<file path="src/rtl/hex_display_mux.sv">
// Multiplexed N-digit hex seven-segment driver with built-in scan timing, frame-synchronous
// double buffering, PWM brightness, leading-zero blanking and per-digit decimal points.
module hex_display_mux #(
    parameter int DIGITS    = 4,
    parameter int SLOT_LOG2 = 10,
    parameter int PWM_W     = 4
) (
    input  logic                  clk,
    input  logic                  rst_n,
    input  logic [4*DIGITS-1:0]   data_in,
    input  logic [DIGITS-1:0]     dp_in,
    input  logic                  data_we,
    input  logic [PWM_W-1:0]      brightness,
    input  logic                  lz_blank,
    output logic [DIGITS-1:0]     anodes,
    output logic [6:0]            segments,
    output logic                  dp,
    output logic                  frame_start
);

    localparam int DIG_W = (DIGITS > 1) ? $clog2(DIGITS) : 1;
    localparam logic [DIG_W-1:0] LAST_DIG = DIG_W'(DIGITS - 1);

    logic [SLOT_LOG2-1:0] slot_cnt;
    logic [DIG_W-1:0]     dig;
    logic                 slot_wrap;
    logic                 frame_end;

    logic [4*DIGITS-1:0]  pend_data;
    logic [DIGITS-1:0]    pend_dp;
    logic                 pend_valid;
    logic [4*DIGITS-1:0]  shadow_data;
    logic [DIGITS-1:0]    shadow_dp;
    logic [PWM_W-1:0]     br_sh;
    logic                 lz_sh;

    logic [PWM_W-1:0]     phase;
    logic                 lit;
    logic [3:0]           cur_nib;
    logic                 cur_dp;
    logic                 cur_blank;
    logic [DIGITS-1:0]    blank_mask;

    function automatic logic [6:0] seg7(input logic [3:0] nib);
        case (nib)
            4'h0: seg7 = 7'b1111110;
            4'h1: seg7 = 7'b0110000;
            4'h2: seg7 = 7'b1101101;
            4'h3: seg7 = 7'b1111001;
            4'h4: seg7 = 7'b0110011;
            4'h5: seg7 = 7'b1011011;
            4'h6: seg7 = 7'b1011111;
            4'h7: seg7 = 7'b1110000;
            4'h8: seg7 = 7'b1111111;
            4'h9: seg7 = 7'b1111011;
            4'hA: seg7 = 7'b1110111;
            4'hB: seg7 = 7'b0011111;
            4'hC: seg7 = 7'b1001110;
            4'hD: seg7 = 7'b0111101;
            4'hE: seg7 = 7'b1001111;
            default: seg7 = 7'b1000111;
        endcase
    endfunction

    assign slot_wrap = &slot_cnt;
    assign frame_end = slot_wrap && (dig == LAST_DIG);

    always_ff @(posedge clk or negedge rst_n) begin
        if (!rst_n) begin
            slot_cnt <= '0;
            dig      <= '0;
        end else begin
            slot_cnt <= slot_cnt + 1'b1;
            if (slot_wrap) begin
                dig <= (dig == LAST_DIG) ? '0 : dig + 1'b1;
            end
        end
    end

    // Shadow takes the older pending value at the boundary; a same-cycle write re-arms pending.
    always_ff @(posedge clk or negedge rst_n) begin
        if (!rst_n) begin
            pend_data   <= '0;
            pend_dp     <= '0;
            pend_valid  <= 1'b0;
            shadow_data <= '0;
            shadow_dp   <= '0;
            br_sh       <= '1;
            lz_sh       <= 1'b0;
        end else begin
            if (frame_end) begin
                if (pend_valid) begin
                    shadow_data <= pend_data;
                    shadow_dp   <= pend_dp;
                end
                br_sh <= brightness;
                lz_sh <= lz_blank;
            end
            if (data_we) begin
                pend_data  <= data_in;
                pend_dp    <= dp_in;
                pend_valid <= 1'b1;
            end else if (frame_end) begin
                pend_valid <= 1'b0;
            end
        end
    end

    // A digit is blank when it and every more-significant nibble are zero; digit 0 always shows.
    always_comb begin
        logic upper_zero;
        upper_zero = 1'b1;
        blank_mask = '0;
        for (int i = DIGITS - 1; i >= 0; i--) begin
            upper_zero = upper_zero & (shadow_data[4*i +: 4] == 4'd0);
            if (i != 0) begin
                blank_mask[i] = lz_sh & upper_zero;
            end
        end
    end

    always_comb begin
        cur_nib   = '0;
        cur_dp    = 1'b0;
        cur_blank = 1'b0;
        for (int i = 0; i < DIGITS; i++) begin
            if (dig == DIG_W'(i)) begin
                cur_nib   = shadow_data[4*i +: 4];
                cur_dp    = shadow_dp[i];
                cur_blank = blank_mask[i];
            end
        end
    end

    assign phase = slot_cnt[SLOT_LOG2-1 -: PWM_W];
    assign lit   = (phase < br_sh);

    always_ff @(posedge clk or negedge rst_n) begin
        if (!rst_n) begin
            anodes      <= '0;
            segments    <= '0;
            dp          <= 1'b0;
            frame_start <= 1'b0;
        end else begin
            anodes      <= lit ? (DIGITS'(1) << dig) : '0;
            segments    <= (lit && !cur_blank) ? seg7(cur_nib) : 7'd0;
            dp          <= lit && !cur_blank && cur_dp;
            frame_start <= (dig == '0) && (slot_cnt == '0);
        end
    end

endmodule

</file>
<file path="config.mk">
export PLATFORM = sky130hd
export DESIGN_NAME = hex_display_mux
export DESIGN_NICKNAME = d
export VERILOG_FILES = /design/src/rtl/hex_display_mux.sv
export SDC_FILE = /design/constraint.sdc
export NUM_CORES = 1
export LEC_CHECK = 0
export BUFFER_PORTS_ARGS = -buffer_cell sky130_fd_sc_hd__buf_2
export CAP_MARGIN = 20
export CELL_PAD_IN_SITES_DETAIL_PLACEMENT = 1
export CELL_PAD_IN_SITES_GLOBAL_PLACEMENT = 2
export CORE_MARGIN = 5
export CORE_UTILIZATION = 43
export CTS_BUF_LIST = sky130_fd_sc_hd__clkbuf_16
export CTS_CLUSTER_SIZE = 28
export DETAILED_ROUTE_END_ITERATION = 10
export PLACE_DENSITY = 0.85
export SLEW_MARGIN = 20
export SYNTH_ARGS = -nofsm -noshare
export SYNTH_HDL_FRONTEND = slang
export SYNTH_SLANG_ARGS = --single-unit
</file>
<file path="constraint.sdc">
create_clock -name clk -period 5 [get_ports clk]
set_clock_uncertainty 0.15 [all_clocks]
set_input_delay 1 -clock clk [delete_from_list [all_inputs] [get_ports clk]]
set_output_delay 1 -clock clk [all_outputs]
set_load 0.01 [all_outputs]
</file>
==> metrics.txt, run 1 <==
Slew Limit Fails 0; ant diodes 0; share of cells above drive strength 1 0.3838; worst skew pair latency around 330 ps; unrepaired setup endpoints after global routing no; vias in the first global route 2281; Pre-antenna DRT Iters 4; arrival time worst endpoint approximately 2900 ps; Worst Setup End Kind flip-flop; CTS sink cnt a little over 70; Syn Nets 292; predominant post-synthesis flop cell dfrtp_1; Die Ht approximately 100 µm; total power 1.307 mW; grt ovf 0; Num CTS Buffers 9; DP HPWL around 4800 µm; most frequent cells in the layout dfrtp_1 (67), buf_2 (40), mux2_2 (28); Max IR drop VDD 0.1628 mV; HP Class reg -> reg; max cap viols 0; Worst-path clk slew 60 ps; syn avg cell area ~13 µm²; non-filler cells, final roughly 400; Worst Path Required around 5100 ps; core footprint ~7600 µm²; IO buf count 40; Initial DRC Count 50; Worst slew margin 0.4990; Final ANT Viol Nets 0; Total GRT Usage 0.1526; Area after DPL ~3600 µm²; routed vias about 2.1k; H-tree levels 3; PD cells between 300 and 400 nW/µm²; die width 98.19 µm; Design Area, Final slightly below 4000 µm²; top cell type's share of synthesized area 0.5013; final layout net count about 340; row count 32; worst slew pin tran 751.5 ps; largest cells by area after synthesis dfrtp_1 (50%), mux2_2 (9.4%), mux2_4 (8.5%); Synth area leader dfrtp_1; Setup-failing EPs final 0; Register-to-Register Path Depth 8; initial core utilization 0.4373; Hold-fix buffers, CTS 0; full die area roughly 9600 µm²; first-pass GRT wire length between 10000 and 15000 µm; Vias per Instance between 5 and 6; Total Neg Setup Slack 0 ps; crit path launch type flip-flop; period utilization 0.5616; dpl cells 383; GPL Wtd Cong between 0.8 and 0.9; DR WL/cell ~17 µm; asr flop ratio synth 1.000; commonest non-fill, non-tap cell in the layout dfrtp_1; EDFF count, synth 0; WL final roughly 6800 µm; Mapped Area 3344 µm²; Tmin final approximately 2800 ps; Final Hold Fails 0; yosys warns 0; Synth Instances around 250; post-CTS repair timing setup buffer count 0; FMAX 356.1 MHz; PostCTS Resize Cnt 0; Synth Register Bits 71; Yosys cell types a little over 50; Residual DRC 0; outcome complete, no violations; clock root buffer clkbuf_16; largest net degree at the start of global routing between 40 and 50; CTS tree built; initial antenna violation count 0; Layout area overhead 17.28%; Pleak between 1.5 and 2 nW; register area share after synthesis 0.5327; Worst Path Max Fanout 10; critical path class reg -> reg; Longest Clk Path Bufs 2; Ports 41; hold path cells 1
## power breakdown
| group | switching (mW) | leakage, nW | internal, mW |
|---|---|---|---|
| combinational | 0.0199 | 0.879 | 0.0227 |
| sequential | 0.00909 | 0.912 | 0.591 |
| clock | 0.231 | 0.157 | 0.433 |
## cells in the mapped netlist, drive strengths merged, types with 4 or more instances
cell	number
a221oi	4
mux2	47
nor2	9
xnor2	6
dfrtp	67
o21ai	5
buf	6
nand2	11
ha	15
dfstp	4
nand2b	5
inv	13
nand3	5
a21oi	4
nor2b	4
## state kept, by name (all words and copies together), names as in the netlist
name,count
pend_valid,1
slot_cnt,10
shadow_dp,4
dig,2
pend_dp,4
shadow_data,16
pend_data,16
dp,1
frame_start,1
anodes,4
lz_sh,1
segments,7
br_sh,4
## stage by stage
step	hold slack, ps	utilization	setup WS [ps]
floorplan	292.0	-	2588
global placement	306.2	0.4720	2329
detailed placement	322.0	0.4720	2212
CTS	328.3	0.5129	2157
global route	373.3	0.5129	1953
finish	328.9	0.5129	2192
## worst max-delay path, cell delays in order (launching register included)
cell and delay [ps]:
dfrtp_1 410, ha_1 370, inv_1 230, o221ai_1 590, inv_1 150, ha_1 240
or3_1 380, o221a_1 140, nor2_2 70
## worst paths after layout
check	from	endpoint	slack, ps
worst max-delay path	dig[0]$_DFFE_PN0N_	segments[6]$_DFF_PN0_	2190
worst min-delay path	slot_cnt[0]$_DFF_PN0_	slot_cnt[0]$_DFF_PN0_	330
worst max register to register	dig[0]$_DFFE_PN0N_	segments[6]$_DFF_PN0_	2190
worst min register to register	slot_cnt[0]$_DFF_PN0_	slot_cnt[0]$_DFF_PN0_	330
max in group asynchronous	rst_n	br_sh[2]$_DFFE_PN1P_	3150
min in group asynchronous	rst_n	frame_start$_DFF_PN0_	560
## per-layer routing
metal | global-route usage | up-vias | part of all wire
met2 | 0.2387 | 42 | 0.49
met4 | 0.07773 | 0 | 0.021
met3 | 0.03571 | 15 | 0.032
met1 | 0.1983 | 1034 | 0.45
li1 | - | 972 | -
met5 | 0 | - | 0
## kinds of logic after synthesis
logic type / share of synthesized area
buffers and inverters: 0.03554
adders and majority gates: 0.05612
AOI/OAI and AO/OA: 0.06136
xor gates and xnor gates: 0.02357
and+or+nand+nor: 0.1081
muxes: 0.1826
DFF: 0.5327
## final cells by class
class	instances	area [µm²]
clock buffers	9	225.2
inverters	13	48.80
flip-flops and latches	71	1782
fillers	801	3725
repair buffers	41	207.7
clock inverters	7	87.58
well taps	102	127.6
multi-input cells	156	1444
Power figures use the tool's default switching activity.
==> inputs of run 2 (changes only) <==
--- a/config.mk
+++ b/config.mk
@@ -10,11 +10,11 @@
 export CELL_PAD_IN_SITES_DETAIL_PLACEMENT = 1
 export CELL_PAD_IN_SITES_GLOBAL_PLACEMENT = 2
 export CORE_MARGIN = 5
-export CORE_UTILIZATION = 43
+export CORE_UTILIZATION = 36
 export CTS_BUF_LIST = sky130_fd_sc_hd__clkbuf_16
 export CTS_CLUSTER_SIZE = 28
 export DETAILED_ROUTE_END_ITERATION = 10
-export PLACE_DENSITY = 0.85
+export PLACE_DENSITY = 0.76
 export SLEW_MARGIN = 20
 export SYNTH_ARGS = -nofsm -noshare
 export SYNTH_HDL_FRONTEND = slang
==> constraint.sdc (replaced) <==
create_clock -name clk -period 2.5 [get_ports clk]
set_clock_uncertainty 0.15 [all_clocks]
set_input_delay 0.5 -clock clk [delete_from_list [all_inputs] [get_ports clk]]
set_output_delay 0.5 -clock clk [all_outputs]
set_load 0.01 [all_outputs]
==> run 2 against run 1 <==
Net effect: final cell count increased by 3.5%; combinational power increased by 110%; via count down 0.87%; non-clock buffer count up 5; critical path depth is the same; clock power increased by 110%; flip-flop and latch count did not move; global-route usage shrank 2.5 points; worst hold slack lost 270 ps; cell area is 2.3% higher.
==> metrics.txt, run 2 (synthesized netlist as in run 1, its figures left out) <==
core footprint 9153 µm² (+20%); dpl cells 397 (+3.7%); Setup-failing EPs final 0 (unchanged); crit path launch type flip-flop; final layout net count 340 (+1.5%); unrepaired setup endpoints after global routing yes; Worst slew margin 0.5571 (+0.05814); Tmin final 2337 ps (-471.5 ps); ant diodes 0 (unchanged); Worst Path Required 2530 ps (-2580 ps); Register-to-Register Path Depth 8 (unchanged); Residual DRC 0 (unchanged); PD cells 661.2 nW/µm² (+98%); GPL Wtd Cong 0.7574 (-12%); reg2reg end segments[4]$_DFF_PN0_; FILL cells 955 (+19%); Total GRT Usage 0.1281 (-0.02451); row count 35 (+9.4%); worst hold margin 61.00 ps (-267.9 ps); Worst Setup End Kind flip-flop; full die area 11320 µm² (+17%); post-CTS repair timing setup buffer count 0 (unchanged); most frequent cells in the layout dfrtp_1 (67), buf_2 (40), mux2_2 (28); family with the most delay on the worst path adder cells; period utilization 0.9347 (+0.3730); Longest Clk Path Bufs 2 (unchanged); DR WL/cell 15.96 µm (-5.7%); HP Class in -> async; Worst Path Buf+Inv 1 (-1); IO buf count 40 (unchanged); CP cell instances ha_2 > nand2b_1 > o22ai_1 > a31oi_2 > inv_1 > ha_1 > nor3_1 > a311oi_1; Largest regs pend_data (16), shadow_data (16), slot_cnt (10); reg2reg start dig[0]$_DFFE_PN0N_; arrival time worst endpoint 2370 ps (-550 ps); commonest non-fill, non-tap cell in the layout dfrtp_1; first-pass GRT wire length 11310 µm (-3.2%); clock root buffer clkbuf_16; critical path class reg -> reg; Critical-path top delay cell dfrtp_1; initial core utilization 0.3654 (-0.07192); Worst Path Max Fanout 10 (unchanged); Initial DRC Count 72 (+44%); max cap viols 0 (unchanged); r2r setup slk 160 ps (-2030 ps); Num CTS Buffers 9 (unchanged); Vias per Instance 4.952 (-4.2%); Critical Path Stages 8 (unchanged); Multi-input gate area 1465 µm² (+1.5%); DP HPWL 4719 µm (-2.1%); Layout Utilization 0.4386 (-0.07437); H-tree levels 3 (unchanged); worst slew pin tran 664.3 ps (-87.21 ps); Layout area overhead 20.01%; worst skew pair latency 330 ps (about the same); Ports 41 (unchanged); Slew Limit Fails 0 (unchanged); CTS sink cnt 71 (unchanged); total power 2.654 mW (+100%); WL final 6592 µm (-2.3%); outcome complete, no violations; Die Ht 106.4 µm (+8.3%); max incr delay on CP 420 ps (-170 ps); Worst Setup EP segments[4]$_DFF_PN0_; share of cells above drive strength 1 0.4139 (+0.03007); Final ANT Viol Nets 0 (unchanged); Pleak 1.963 nW (+0.80%); Pre-antenna DRT Iters 4 (unchanged); non-filler cells, final 413 (+3.5%); Crit. Startpoint dig[0]$_DFFE_PN0N_; initial antenna violation count 0 (unchanged); largest net degree at the start of global routing 46 (+9.5%); routed vias 2045 (-0.87%); die width 106.4 µm (+8.3%); vias in the first global route 2267 (-0.61%); Final Hold Fails 0 (unchanged); grt ovf 0 (unchanged); Worst-path clk slew 60 ps (about the same); CTS tree built; FMAX 428.0 MHz (+20%); register area 1782 µm² (unchanged); Max IR drop VDD 0.2810 mV (+73%)
==> run 2: metal layers <==
metal	vias to the layer above	global-route usage	wire, µm
li1	979	-	-
met5	-	0	0
met4	0	0.03608	71
met3	7	0.05039	219
met1	1029	0.1626	3119
met2	30	0.2027	3181
==> run 2: how the worst min path moves through the flow <==
stage                                      from                    end  slack, ps  depth (start not counted)
final                                     rst_n    anodes[3]$_DFF_PN0_         60                          1
after global routing                      rst_n    anodes[3]$_DFF_PN0_        100                          1
after CTS                                 rst_n    anodes[3]$_DFF_PN0_         80                          1
after detailed placement  slot_cnt[0]$_DFF_PN0_  slot_cnt[0]$_DFF_PN0_        320                          1
after global placement    slot_cnt[0]$_DFF_PN0_  slot_cnt[0]$_DFF_PN0_        310                          1
after floorplan                           rst_n    anodes[0]$_DFF_PN0_         50                          0
==> run 2: timing repair <==
action | CTS | global route
resized for setup | 2 | 4
hold buffers | 0 | 0
setup endpoints to repair | 6 | 7
==> run 2: where the power goes <==
part	total, mW	internal, mW	leakage, nW	switching, mW
sequential	1.20	1.18	0.912	0.0180
clock	1.37	0.874	0.148	0.491
combinational	0.0883	0.0476	0.903	0.0407
==> run 2: through the flow <==
| step | area [µm²] | worst slack (ps) | setup TNS (ps) |
|---|---|---|---|
| floorplan | 3344 | 88.25 | 0 |
| global placement | 3671 | -4.384 | -4.384 |
| detailed placement | 3671 | -58.90 | -119.4 |
| CTS | 4004 | 10.66 | 0 |
| global route | 4014 | -26.10 | -65.36 |
| finish | 4014 | 163.4 | 0 |
==> run 2: cell type report <==
| class | count | share of cell area |
|---|---|---|
| clock buffer | 9 | 0.05611 |
| tap | 111 | 0.03460 |
| clock inverter | 7 | 0.02400 |
| multi-input combinational | 156 | 0.3650 |
| timing repair buffer | 46 | 0.06421 |
| sequential | 71 | 0.4439 |
| inverter | 13 | 0.01216 |
==> inputs of run 3 (changes only) <==
--- a/config.mk
+++ b/config.mk
@@ -15,6 +15,8 @@
 export CTS_CLUSTER_SIZE = 28
 export DETAILED_ROUTE_END_ITERATION = 10
 export PLACE_DENSITY = 0.76
+export RECOVER_POWER = 25
+export SKIP_LAST_GASP = 1
 export SLEW_MARGIN = 20
 export SYNTH_ARGS = -nofsm -noshare
 export SYNTH_HDL_FRONTEND = slang
==> run 3 against run 2 <==
Net effect: the flow now finishes with violations (capacitance limit, slew limit); via count is essentially flat; clock power hardly changed; power about the same; utilization barely moved; register-to-register slack barely moved; first-iteration DRC count unchanged; wire length is essentially flat; global-route usage unchanged; critical path depth stayed put; largest cell class unchanged; highest routed layer unchanged.
==> metrics.txt, run 3 (synthesized netlist as in run 1, its figures left out) <==
Residual DRC 0 (unchanged); Pre-antenna DRT Iters 4 (unchanged); commonest non-fill, non-tap cell in the layout dfrtp_1; met1 usage 0.1626 (unchanged); worst hold margin 246.9 ps (+185.9 ps); core footprint 9153 µm² (unchanged); crit path launch type flip-flop; Final Hold Fails 0 (unchanged); WL final 6598 µm (about the same); initial antenna violation count 0 (unchanged); row count 35 (unchanged); IO buf count 40 (unchanged); arrival time worst endpoint 2370 ps (about the same); Longest Clk Path Bufs 2 (unchanged); Slew Limit Fails 27 (+27); Die Ht 106.4 µm (unchanged); PD cells 661.4 nW/µm² (about the same); max cap viols 1 (+1); CTS tree built; vias in the first global route 2267 (unchanged); H-tree levels 3 (unchanged); Max IR drop VDD 0.2810 mV (unchanged); first-pass GRT wire length 11310 µm (unchanged); critical path class reg -> reg; Worst Path Max Fanout 10 (unchanged); M3 GR Usage 0.05039 (unchanged); Setup-failing EPs final 0 (unchanged); Worst-path clk slew 60 ps (about the same); r2r setup slk 160 ps (about the same); Tmin final 2337 ps (-0.002000 ps); NetSw 0.5497 mW (about the same); full die area 11320 µm² (unchanged); Vias per Instance 4.954 (about the same); Layout area overhead 19.98% (about the same); worst skew pair latency 330 ps (about the same); most frequent cells in the layout dfrtp_1 (67), buf_2 (39), mux2_2 (28); routed vias 2046 (+0.049%); Total GRT Usage 0.1281 (unchanged); Largest regs pend_data (16), shadow_data (16), slot_cnt (10); Worst Path Required 2530 ps (about the same); post-CTS repair timing setup buffer count 0 (unchanged); Final ANT Viol Nets 0 (unchanged); register area 1782 µm² (unchanged); internal power 2.104 mW (about the same); Worst Path Buf+Inv 1 (unchanged); Num CTS Buffers 9 (unchanged); Register-to-Register Path Depth 8 (unchanged); largest net degree at the start of global routing 46 (unchanged); Multi-input gate area 1465 µm² (unchanged); HP Class in -> reg; unrepaired setup endpoints after global routing yes; outcome finished, violations left; clock root buffer clkbuf_16; Reg power frac 0.452 (about the same); ant diodes 0 (unchanged); met2 GRT Util 0.2027 (unchanged); share of cells above drive strength 1 0.4106 (-0.003311); Initial DRC Count 72 (unchanged); period utilization 0.9347 (about the same); final layout net count 340 (unchanged); CP cell instances ha_2 > nand2b_1 > o22ai_1 > a31oi_2 > inv_1 > ha_1 > nor3_1 > a311oi_1; Ports 41 (unchanged); die width 106.4 µm (unchanged); grt ovf 0 (unchanged); initial core utilization 0.3654 (unchanged); GPL Wtd Cong 0.7574 (unchanged); Sw Share 0.2071 (about the same); clock share of power 0.514 (about the same); layer with the highest usage met2; FMAX 428.0 MHz (about the same); total power 2.654 mW (about the same); DR WL/cell 15.98 µm (about the same); family with the most delay on the worst path adder cells; Worst Setup End Kind flip-flop; worst slew pin tran 1599 ps (+934.6 ps); CTS sink cnt 71 (unchanged); Worst slew margin -0.06594 (-0.6231); hold path cells 2; DP HPWL 4719 µm (unchanged); max incr delay on CP 420 ps (about the same); FILL cells 956 (+0.10%); Critical Path Stages 8 (unchanged); violated checks capacitance limit, slew limit; Pleak 1.960 nW (-0.14%); Comb pwr share 0.033 (about the same); Critical-path top delay cell dfrtp_1
-- run 3: stage by stage --
step           setup TNS [ps]    util  std cells  area (µm²)  setup WS, ps
6_report                    0  0.4384        413        4013         163.4
5_1_grt                -65.36  0.4384        413        4013        -26.10
4_1_cts                     0  0.4375        413        4004         10.66
3_5_place_dp           -119.4  0.4011        397        3671        -58.90
3_3_place_gp           -4.384  0.4011        397        3671        -4.384
2_1_floorplan               0       -        249        3344         88.25
-- run 3: path summary, 6_finish.rpt --
kind                                        from                        to
min reg2reg                slot_cnt[0]$_DFF_PN0_     slot_cnt[0]$_DFF_PN0_
min                                   data_in[0]  pend_data[0]$_DFFE_PN0P_
max reg2reg                   dig[0]$_DFFE_PN0N_     segments[4]$_DFF_PN0_
max in group asynchronous                  rst_n    pend_dp[1]$_DFFE_PN0P_
min in group asynchronous                  rst_n       anodes[3]$_DFF_PN0_
max                           dig[0]$_DFFE_PN0N_     segments[4]$_DFF_PN0_
-- run 3: final cells by class --
type                            instances  share of cell area
Clock inverter                          7             0.02401
Tap cell                              111             0.03461
Timing Repair Buffer                   46             0.06392
Sequential cell                        71              0.4440
Inverter                               13             0.01216
Clock buffer                            9             0.05613
Multi-Input combinational cell        156              0.3651
-- run 3: routing by layer --
layer  up-vias  part of all wire  routed length (µm)
met5         -                 0                   0
li1        979                 -                   -
met4         0             0.011                  71
met3         7             0.033                 219
met2        30              0.48                3179
met1      1030              0.47                3127
-- run 3: power by group through the flow --
stage	logic, mW	clock network (mW)	registers (mW)
4_1_cts	0.0922	1.41	1.20
3_5_place_dp	0.0920	0	1.22
6_report	0.0882	1.37	1.20
2_1_floorplan	0.0399	0	1.21
3_3_place_gp	0.0884	0	1.22
5_1_grt	0.101	1.47	1.20
-- run 3: what timing repair did --
action	CTS	global route
hold buffers	0	0
pin swaps	0	0
cloned	0	0
resized for setup	2	4
setup endpoints to repair	6	7
-- run 3: worst reg2reg max path: cells and delay by family (launching register included) --
family,cells,cell delay [ps]
AOI/OAI and AO/OA,3,500
adders and majority gates,2,590
buffers and inverters,1,140
DFF,1,420
and+or+nand+nor,2,390
